[config.mk]
export PLATFORM = sky130hd
export DESIGN_NAME = button_conditioner
export DESIGN_NICKNAME = d
export VERILOG_FILES = /design/src/rtl/button_conditioner.sv
export SDC_FILE = /design/constraint.sdc
export NUM_CORES = 1
export LEC_CHECK = 0
export BUFFER_PORTS_ARGS = -buffer_cell sky130_fd_sc_hd__buf_2
export CAP_MARGIN = 20
export CELL_PAD_IN_SITES_DETAIL_PLACEMENT = 2
export CELL_PAD_IN_SITES_GLOBAL_PLACEMENT = 2
export CORE_MARGIN = 1.5
export CORE_UTILIZATION = 41
export DETAILED_ROUTE_END_ITERATION = 12
export GPL_TIMING_DRIVEN = 0
export PLACE_DENSITY = 0.83
export SYNTH_ARGS = -nofsm -noshare
export SYNTH_HDL_FRONTEND = slang
export SYNTH_SLANG_ARGS = --single-unit
[constraint.sdc]
create_clock -name clk -period 5.45 [get_ports clk]
set_input_delay 1.09 -clock clk [delete_from_list [all_inputs] [get_ports clk]]
set_output_delay 1.09 -clock clk [all_outputs]
set_load 0.01 [all_outputs]
[src/rtl/button_conditioner.sv]
// Push-button conditioner: per-button 2-FF synchroniser and saturating debounce counter,
// followed by press-edge detection and a priority-encoded direction event.
module button_conditioner #(
  parameter int unsigned DEBOUNCE_CYCLES = 1_000_000,
  parameter int unsigned CNT_WIDTH       = 20
) (
  input  logic       clk,
  input  logic       reset,
  input  logic       btn_up_raw,
  input  logic       btn_down_raw,
  input  logic       btn_left_raw,
  input  logic       btn_right_raw,
  output logic [3:0] btn_level,
  output logic [3:0] btn_press,
  output logic       dir_valid,
  output logic [1:0] dir_code,
  output logic       press_dropped
);

  localparam logic [CNT_WIDTH-1:0] CntMax = CNT_WIDTH'(DEBOUNCE_CYCLES - 1);

  logic [3:0]                raw;
  logic [3:0]                sync1_q, sync2_q;
  logic [3:0][CNT_WIDTH-1:0] cnt_q, cnt_d;
  logic [3:0]                level_q, level_d;
  logic [3:0]                press_q, press_d;
  logic                      valid_q, valid_d;
  logic [1:0]                code_q, code_d;
  logic                      dropped_q, dropped_d;

  assign raw = {btn_right_raw, btn_left_raw, btn_down_raw, btn_up_raw};

  // Only sync2_q feeds the debounce logic; raw pins are never used directly.
  always_ff @(posedge clk) begin
    if (reset) begin
      sync1_q <= '0;
      sync2_q <= '0;
    end else begin
      sync1_q <= raw;
      sync2_q <= sync1_q;
    end
  end

  // Any cycle of agreement clears the count, so only an unbroken run is accepted.
  always_comb begin
    cnt_d   = cnt_q;
    level_d = level_q;
    for (int i = 0; i < 4; i++) begin
      if (sync2_q[i] == level_q[i]) begin
        cnt_d[i] = '0;
      end else if (cnt_q[i] == CntMax) begin
        level_d[i] = sync2_q[i];
        cnt_d[i]   = '0;
      end else begin
        cnt_d[i] = cnt_q[i] + CNT_WIDTH'(1);
      end
    end
  end

  always_comb begin
    press_d   = level_d & ~level_q;
    valid_d   = |press_d;
    dropped_d = (press_d & (press_d - 4'd1)) != 4'd0;
    code_d    = code_q;
    if (press_d[0]) begin
      code_d = 2'd0;
    end else if (press_d[1]) begin
      code_d = 2'd1;
    end else if (press_d[2]) begin
      code_d = 2'd2;
    end else if (press_d[3]) begin
      code_d = 2'd3;
    end
  end

  always_ff @(posedge clk) begin
    if (reset) begin
      cnt_q     <= '0;
      level_q   <= '0;
      press_q   <= '0;
      valid_q   <= 1'b0;
      code_q    <= 2'd0;
      dropped_q <= 1'b0;
    end else begin
      cnt_q     <= cnt_d;
      level_q   <= level_d;
      press_q   <= press_d;
      valid_q   <= valid_d;
      code_q    <= code_d;
      dropped_q <= dropped_d;
    end
  end

  assign btn_level     = level_q;
  assign btn_press     = press_q;
  assign dir_valid     = valid_q;
  assign dir_code      = code_q;
  assign press_dropped = dropped_q;

endmodule

==> run_results.csv, run 1 <==
group,metric,value,unit
cts,cts.clk_slew.worst_paths,0.10,ns
synthesis,syn_inst,470,
floorplanning,start_util,42.67,%
synthesis,synth.cell_area,0.004209,mm²
power_and_ir_drop,powerDensity,267.8,mW/mm²
timing,fin_crit_sh,38.12,%
synthesis,synth_seq_cells,100,
synthesis,synth_top_area_share,47.56,%
grt,antenna_found_initial,0,
grt,grt_pass1_wl,17560,µm
critical_path,cpPeakStageDelay,0.44,ns
power_and_ir_drop,p_int,0.9759,mW
grt,track_usage,20.22,%
drt,antenna_left,0,
cts,cts_hold_buf,0,
synthesis,synth-compound-area-share,1.605,%
critical_path,crit_slowest_cell,"dfxtp_1",
power_and_ir_drop,leakage,1.491,nW
grt,grt_max_degree,16,
synthesis,yosysWarnings,0,
timing,hold_violations,0,
timing,rsz0062_at_grt,"false",
synthesis,synth-xor-area-share,15.81,%
cts,cts_buffers,9,
finish,layout-drive-gt1-share,10.14,%
finish,nets,508,
critical_path,arrival,0.99,ns
timing,finalMaxSlewViolations,0,
synthesis,synth_commonest_cells,"dfxtp_1, nor2_1, xnor2_1, xor2_1, nand2_1",
synthesis,synth_top_family_by_area,"simple AND/OR/NAND/NOR gates",
placement,dp_hpwl,7538,µm
power_and_ir_drop,switchingPower,0.2728,mW
drt,drt_pass1_iterations,4,
floorplanning,die_x,104.3,µm
critical_path,worstPathMaxFanout,4,
cts,clock_path_buffers,2,
synthesis,yosysSeqAreaShare,47.56,%
synthesis,synthSimpleGateAreaFrac,31.33,%
grt,gr-total-overflow,0,
critical_path,crit_family,"flip-flops",
synthesis,synth_area_leader_cell,"dfxtp_1",
floorplanning,rows,36,
power_and_ir_drop,clkPwrFrac,39.7,%
timing,min_period,2.078,ns
critical_path,cp.required,4.36,ns
cts,h-tree-depth,3,
drt,post-route-drc-count,0,
finish,area_growth,10.79,%
timing,max_slew_margin,47.91,%
critical_path,worstPathCellList,"buf_2",
synthesis,synth_cell_types,39,
floorplanning,die_area,0.01088,mm²
placement,placed_area,0.004461,mm²
timing,fmaxAchievable,481.3,MHz
synthesis,ys.flop_type,"dfxtp_1",
cts,clk_latency,0.38,ns
critical_path,end_kind,"output port",
finish,diodes,0,
critical_path,cp.buffers_inverters,1,
synthesis,synth_edf_count,0,
synthesis,async_reset_ff_share,0,%
power_and_ir_drop,p_comb_share,1.4,%
synthesis,synthAdderAreaFrac,1.189,%
floorplanning,io_pins,18,
run_status,outcome,"finished clean",
power_and_ir_drop,power.share.switching,21.85,%
cts,clock_sinks,100,
cts,root_buffer,"clkbuf_8",
synthesis,ys_top_cells_by_area,"dfxtp_1, nor2_1, xnor2_1, xor2_1, nand3_1",
synthesis,synthMuxAreaShare,0.2378,%
finish,area.sequential,0.002002,mm²
power_and_ir_drop,peakVddDrop,0.0001980,V
timing,setup_viol,0,
synthesis,avgSynthCellArea,8.955,µm²
drt,wl_per_cell,16.13,µm
cts,cts_tree,"yes",
timing,setup_tns,0,ns
floorplanning,core_area,0.009864,mm²
floorplanning,die_h,104.3,µm
finish,multiInputGateArea,0.002112,mm²
drt,finalWirelength,10260,µm
placement,portBuffers,17,
placement,gp_congestion,0.7073,
finish,fillers,1085,
min_path,hp-class,"reg2reg",
finish,postLayoutCellArea,0.004663,mm²
drt,vias_per_cell,5.189,
cts,cts_setup_buffers,0,
drt,drtIter0Drc,80,
run,cap_violations,0,
synthesis,syn_nets,480,
drt,vias,3300,
timing,timing.hold.ws,0.4533,ns
power_and_ir_drop,pwr-share-seq,58.9,%
timing,finClkSkew,0.01237,ns
timing,tightest_slew,0.7753,ns
critical_path,start_kind,"register",
cts,cts_resized,0,
grt,grt_pass1_vias,3562,
critical_path,criticalPathCategory,"reg2out",
## layout by cell type, fill, tap and decap left out, types with 6 or more instances in the layout
| cell type | netlist | final |
|---|---|---|
| xnor2_1 | 38 | 38 |
| inv_1 | 12 | 12 |
| nand4_1 | 14 | 14 |
| dfxtp_1 | 100 | 100 |
| and4_1 | 7 | 7 |
| nand3_1 | 28 | 28 |
| nand2_1 | 33 | 33 |
| buf_2 | 7 | 24 |
| or3_1 | 8 | 8 |
| clkbuf_8 | 0 | 11 |
| nor2b_1 | 11 | 11 |
| nor2_1 | 100 | 100 |
| xor2_1 | 38 | 38 |
| nor4_1 | 6 | 6 |
| nor3_1 | 17 | 17 |
## state kept, by name (all words and copies together) (netlist names)
| signal | count |
|---|---|
| sync2_q | 4 |
| cnt_q | 80 |
| dir_valid | 1 |
| btn_level | 4 |
| dir_code | 2 |
| btn_press | 4 |
| press_dropped | 1 |
| sync1_q | 4 |
## path summary, 6_finish.rpt
check                                from  cells after the start  slack [ns]                    to
hold reg to reg       cnt_q[0]$_SDFF_PP0_                      1        0.45   cnt_q[0]$_SDFF_PP0_
hold / removal        cnt_q[0]$_SDFF_PP0_                      1        0.45   cnt_q[0]$_SDFF_PP0_
setup / recovery  btn_level[2]$_SDFF_PP0_                      1        3.37          btn_level[2]
setup reg to reg     cnt_q[20]$_SDFF_PP0_                      7        3.42  cnt_q[28]$_SDFF_PP0_
## layout make-up
class,count,area share [%]
flip-flops and latches,100,42.93
clock inverters,4,1.020
well taps,133,3.569
multi-input cells,347,45.29
plain buffers,11,1.073
clock buffers,12,3.327
inverters,12,0.9659
repair buffers,17,1.825
## routing by layer
layer	GRT usage [%]	up-vias	wire, µm	part of all wire (%)
met5	0	-	0	0
met4	4.762	0	91	0.89
met3	5.451	5	237	2.3
met2	36.70	20	5408	53
met1	23.49	1647	4521	44
li1	-	1628	-	-
## cells by family (layout without fill, tap and decap cells)
kind of cell	after synthesis	count (layout)
and+or+nand+nor	255	255
DFF	100	100
xor gates and xnor gates	76	76
buffers and inverters	23	56
AOI/OAI and AO/OA	11	11
adders and majority gates	4	4
muxes	1	1
## power by group through the flow
| stage | Clock, mW | Combinational (mW) | Sequential [mW] |
|---|---|---|---|
| floorplan | 0 | 0.0112 | 0.752 |
| CTS | 0.514 | 0.0180 | 0.736 |
| global route | 0.542 | 0.0198 | 0.737 |
| finish | 0.495 | 0.0175 | 0.736 |
| detailed placement | 0 | 0.0179 | 0.753 |
| global placement | 0 | 0.0169 | 0.753 |
## through the flow
stage	power (mW)	setup WS [ns]	utilization [%]	cells
5_1_grt	1.298	3.219	47.27	636
4_1_cts	1.268	3.352	47.27	636
3_3_place_gp	0.7696	3.045	45.22	620
3_5_place_dp	0.7711	2.982	45.22	620
2_1_floorplan	0.7636	3.575	-	470
6_report	1.249	3.372	47.27	636
Power figures use the tool's default switching activity.
==> run 2: changes to the inputs <==
CORE_UTILIZATION = 34   (was 41)
PLACE_DENSITY = 0.74   (was 0.83)
clock period = 1.9 ns   (was 5.45 ns; I/O delays follow)
==> run_results.csv, run 2 (same netlist as run 1, synthesis figures left out) <==
group,metric,value,unit
min_path,hold_depth,2,
timing,min_period,1.830,ns
finish,diodes,0,
critical_path,cpPeakStageDelay,0.41,ns
timing,timing.hold.ws,0.2415,ns
placement,gp_congestion,0.7296,
placement,dp_hpwl,7443,µm
drt,post-route-drc-count,0,
floorplanning,start_util,34.90,%
drt,vias_per_cell,4.927,
finish,layout_common_cells,"nor2_1, dfxtp_1, xnor2_1, xor2_1, nand2_1",
placement,pre_cts_ws,-0.1946,ns
finish,fin_cells,688,
drt,vias,3390,
finish,multiInputGateArea,0.002267,mm²
placement,portBuffers,17,
finish,top_register,"cnt_q",
cts,h-tree-depth,3,
power_and_ir_drop,powerDensity,754.9,mW/mm²
critical_path,start_kind,"register",
cts,clk_latency,0.35,ns
timing,finalMaxSlewViolations,0,
floorplanning,die_h,114.3,µm
critical_path,arrival,2.07,ns
critical_path,worstPathMaxFanout,10,
grt,gr-total-overflow,0,
critical_path,r2r_cells,8,
finish,area.sequential,0.002019,mm²
timing,setup_viol,0,
floorplanning,rows,40,
timing,hold_violations,0,
run,cap_violations,0,
floorplanning,die_x,114.3,µm
timing,max_slew_margin,59.39,%
cts,cts.clk_slew.worst_paths,0.06,ns
cts,cts_buffers,9,
timing,finClkSkew,0.005817,ns
placement,placed_area,0.004504,mm²
floorplanning,core_area,0.01206,mm²
power_and_ir_drop,finalPower,3.872,mW
finish,layout-drive-gt1-share,19.62,%
min_path,hp-class,"in2reg",
finish,fillers,1307,
cts,cts_tree,"yes",
critical_path,crit_slowest_cell,"or3_4",
drt,antenna_left,0,
cts,root_buffer,"clkbuf_16",
timing,tightest_slew,0.6042,ns
critical_path,criticalPathCategory,"reg2reg",
drt,drtIter0Drc,127,
drt,finalWirelength,10680,µm
finish,final_common_cell,"nor2_1",
critical_path,setup.worst_path.start,"cnt_q[61]$_SDFF_PP0_",
critical_path,worstPathCellList,"ha_4 > nand2_2 > or3_4 > buf_4 > nor3_2 > or3_4 > buf_4 > nor2_1",
cts,clock_sinks,100,
grt,grt_pass1_wl,17820,µm
timing,layout_setup_ws,0.06960,ns
drt,wl_per_cell,15.53,µm
grt,antenna_found_initial,0,
placement,dp_cells,655,
finish,nets,526,
power_and_ir_drop,leakage,1.654,nW
timing,fin_crit_sh,96.34,%
finish,largest_register_ffs,80,
grt,grt_pass1_vias,3620,
critical_path,r2r_start,"cnt_q[61]$_SDFF_PP0_",
timing,fmaxAchievable,546.3,MHz
cts,cts_hold_buf,0,
critical_path,end_kind,"register",
grt,grt_max_degree,16,
finish,area_growth,21.85,%
timing,rsz0062_at_grt,"true",
finish,postLayoutCellArea,0.005129,mm²
run_status,outcome,"finished clean",
min_path,hp-start,"btn_up_raw",
floorplanning,die_area,0.01306,mm²
cts,clock_path_buffers,2,
drt,drt_pass1_iterations,4,
grt,track_usage,17.42,%
critical_path,cp.required,2.14,ns
floorplanning,io_pins,18,
power_and_ir_drop,peakVddDrop,0.0003547,V
## run 2: cell types whose count changed in the layout (fill, tap and decap cells not counted), sizes merged
cell,change
bufinv,-1
clkinv,+1
buf,+17
## run 2: final cells by class
type	count	area share [%]
multi-input cells	347	44.21
flip-flops and latches	100	39.38
clock buffers	11	4.733
repair buffers	35	4.513
well taps	168	4.099
plain buffers	11	1.683
inverters	12	0.8783
clock inverters	4	0.5123
## run 2: what timing repair did
action,CTS,global route
resized for setup,21,41
setup buffers,10,8
pin swaps,9,13
endpoints found under the setup margin,35,75
## run 2: final timing paths
path	to	slack [ns]
max reg2reg	cnt_q[78]$_SDFF_PP0_	0.07
min	sync1_q[0]$_SDFF_PP0_	0.24
min reg2reg	cnt_q[0]$_SDFF_PP0_	0.42
max	cnt_q[78]$_SDFF_PP0_	0.07
## run 2: routing by layer
metal | vias up | track usage (%) | wire [µm] | part of all wire, %
li1 | 1655 | - | - | -
met1 | 1693 | 20.13 | 4706 | 44
met2 | 30 | 31.57 | 5542 | 52
met3 | 12 | 4.870 | 259 | 2.4
met4 | 0 | 4.667 | 175 | 1.6
met5 | - | 0 | 0 | 0
## run 2: worst max-delay path: cells and delay by family (launching register included)
family | cells | cell delay (ns)
and+or+nand+nor | 5 | 0.90
adders and majority gates | 1 | 0.14
buffers and inverters | 2 | 0.34
DFF | 1 | 0.35
## run 2: per-stage QoR
stage               utilization [%]  setup TNS (ns)
floorplan                         -               0
global placement              37.34          -1.462
detailed placement            37.34          -3.936
CTS                           40.89               0
global route                  42.52         -0.1874
finish                        42.52               0
## run 2: report_power, final
part / switching (mW) / internal, mW / leakage (nW)
Clock: 0.787 / 0.915 / 0.131
Combinational: 0.0351 / 0.0243 / 0.710
Sequential: 0.00727 / 2.10 / 0.813
Total: 0.829 / 3.04 / 1.65
==> run 3: changes to the inputs <==
CORE_UTILIZATION = 38   (was 34)
PLACE_DENSITY = 0.78   (was 0.74)
clock period = 1.7 ns   (was 1.9 ns; I/O delays follow)
==> run_results.csv, run 3 (same netlist as run 1, synthesis figures left out) <==
group,metric,value,unit
critical_path,r2r_start,"cnt_q[72]$_SDFF_PP0_",
floorplanning,die_h,108.2,µm
cts,clock_sinks,100,
critical_path,start_kind,"register",
placement,placed_area,0.004478,mm²
floorplanning,start_util,38.83,%
finish,largest_register_ffs,80,
power_and_ir_drop,p_int,3.050,mW
timing,fmaxAchievable,527.3,MHz
critical_path,crit_slowest_cell,"dfxtp_4",
drt,drt_pass1_iterations,4,
floorplanning,die_area,0.01172,mm²
grt,track_usage,20.40,%
critical_path,arrival,2.18,ns
timing,setup_viol,66,
timing,max_slew_margin,58.23,%
critical_path,worstPathMaxFanout,4,
timing,finalMaxSlewViolations,0,
finish,top_register,"cnt_q",
timing,tightest_slew,0.6266,ns
power_and_ir_drop,leakage,1.838,nW
grt,antenna_found_initial,0,
finish,layout_common_cells,"dfxtp_1, nor2_1, xnor2_1",
drt,wl_per_cell,20.28,µm
critical_path,r2r_cells,7,
cts,clk_latency,0.38,ns
run,cap_violations,0,
drt,drtIter0Drc,72,
floorplanning,core_area,0.01084,mm²
grt,gr-total-overflow,0,
critical_path,end_kind,"register",
grt,grt_max_degree,15,
critical_path,criticalPathCategory,"reg2reg",
run_status,outcome,"finished with violations",
critical_path,cp.required,1.98,ns
timing,rsz0062_at_grt,"true",
timing,min_period,1.897,ns
min_path,hp-class,"in2reg",
cts,h-tree-depth,3,
placement,pre_cts_ws,-0.3420,ns
critical_path,worstPathCellList,"nor4bb_4 > nand4_1 > nor4_4 > buf_4 > buf_6 > nor3_4 > nor4_2",
min_path,hold_depth,2,
power_and_ir_drop,pwr-share-seq,59.6,%
power_and_ir_drop,clkPwrFrac,37.6,%
finish,final_common_cell,"dfxtp_1",
cts,root_buffer,"clkbuf_8",
finish,diodes,0,
power_and_ir_drop,switchingPower,0.9034,mW
critical_path,r2r_setup_slack,-0.20,ns
drt,vias_per_cell,5.182,
cts,clock_path_buffers,2,
floorplanning,rows,38,
drt,antenna_left,0,
floorplanning,io_pins,18,
timing,fin_crit_sh,111.6,%
cts,cts.clk_slew.worst_paths,0.10,ns
placement,portBuffers,17,
power_and_ir_drop,peakVddDrop,0.0006131,V
drt,finalWirelength,13810,µm
finish,area_growth,35.17,%
finish,nets,546,
placement,gp_congestion,0.7420,
cts,cts_tree,"yes",
timing,layout_setup_ws,-0.1966,ns
critical_path,cpPeakStageDelay,0.37,ns
run_status,violations,"setup timing",
grt,grt_pass1_vias,3707,
timing,finClkSkew,0.01208,ns
power_and_ir_drop,p_comb_share,2.8,%
min_path,hp-start,"btn_up_raw",
drt,vias,3529,
placement,dp_hpwl,7290,µm
critical_path,crit_family,"simple AND/OR/NAND/NOR gates",
cts,cts_buffers,9,
finish,layout-drive-gt1-share,35.49,%
floorplanning,die_x,108.2,µm
min_path,min_to,"sync1_q[0]$_SDFF_PP0_",
grt,grt_pass1_wl,18430,µm
critical_path,cp.buffers_inverters,2,
critical_path,timing.rr.end,"press_dropped$_SDFF_PP0_",
drt,post-route-drc-count,0,
power_and_ir_drop,power.share.switching,22.85,%
power_and_ir_drop,powerDensity,694.9,mW/mm²
timing,hold_violations,0,
finish,postLayoutCellArea,0.005689,mm²
==> run 3: cell count changes in the layout (fill, tap and decap cells not counted), sizes merged <==
cell	change
clkbuf	+4
buf	+20
clkinvlp	-1
clkinv	-2
==> run 3: worst max path at each step <==
stage / start / to / slack (ns) / cells after the start
2_1_floorplan: cnt_q[41]$_SDFF_PP0_ / cnt_q[58]$_SDFF_PP0_ / -0.02 / 6
3_3_place_gp: cnt_q[20]$_SDFF_PP0_ / cnt_q[22]$_SDFF_PP0_ / -0.28 / 7
5_1_grt: cnt_q[72]$_SDFF_PP0_ / press_dropped$_SDFF_PP0_ / -0.34 / 7
6_report: cnt_q[72]$_SDFF_PP0_ / press_dropped$_SDFF_PP0_ / -0.20 / 7
3_5_place_dp: cnt_q[20]$_SDFF_PP0_ / cnt_q[23]$_SDFF_PP0_ / -0.34 / 7
4_1_cts: cnt_q[1]$_SDFF_PP0_ / press_dropped$_SDFF_PP0_ / -0.17 / 6
==> run 3: power groups by stage <==
stage | clock network (mW) | registers, mW | logic [mW]
final | 1.49 | 2.36 | 0.109
after CTS | 1.51 | 2.36 | 0.0760
after floorplan | 0 | 2.41 | 0.0358
after global placement | 0 | 2.41 | 0.0543
after global routing | 1.64 | 2.36 | 0.117
after detailed placement | 0 | 2.41 | 0.0573
==> run 3: per-stage QoR <==
| step | TNS, ns | instances | hold WS, ns | total power [mW] | utilization (%) |
|---|---|---|---|---|---|
| after floorplan | -0.01988 | 470 | 0.4081 | 2.448 | - |
| after global placement | -8.221 | 627 | 0.4202 | 2.468 | 41.31 |
| after detailed placement | -11.83 | 627 | 0.4297 | 2.472 | 41.31 |
| after CTS | -1.475 | 660 | 0.1630 | 3.951 | 46.31 |
| after global routing | -10.09 | 681 | 0.1563 | 4.118 | 52.48 |
| final | -4.147 | 681 | 0.1618 | 3.953 | 52.48 |
==> run 3: area by class of cell <==
class                   instances  area [µm²]
multi-input cells             347        2683
clock inverters                 1       5.005
clock buffers                  15       176.4
repair buffers                 56       445.4
fillers                      1093        5151
plain buffers                  10       127.6
flip-flops and latches        100        2032
well taps                     140       175.2
inverters                      12       45.04
==> run 3: worst reg2reg max path, delay by kind of cell (launching register included) <==
family                 cells  cell delay, ns
flip-flops                 1            0.37
buffers and inverters      2            0.28
AND/OR/NAND/NOR            5            1.16
==> run 3: metal layers <==
metal / up-vias / wire length (µm) / global-route usage [%] / share of wire, %
met2: 45 / 7390 / 36.98 / 54
met3: 16 / 312 / 3.255 / 2.3
li1: 1701 / - / - / -
met5: - / 0 / 0 / 0
met4: 0 / 267 / 7.895 / 1.9
met1: 1767 / 5842 / 24.03 / 42
==> run 3: what timing repair did <==
item / CTS / global route
hold buffers: 0 / 0
setup buffers: 17 / 18
gates cloned: 1 / 3
endpoints found under the setup margin: 87 / 86
pin swaps: 24 / 43
resized for setup: 58 / 119
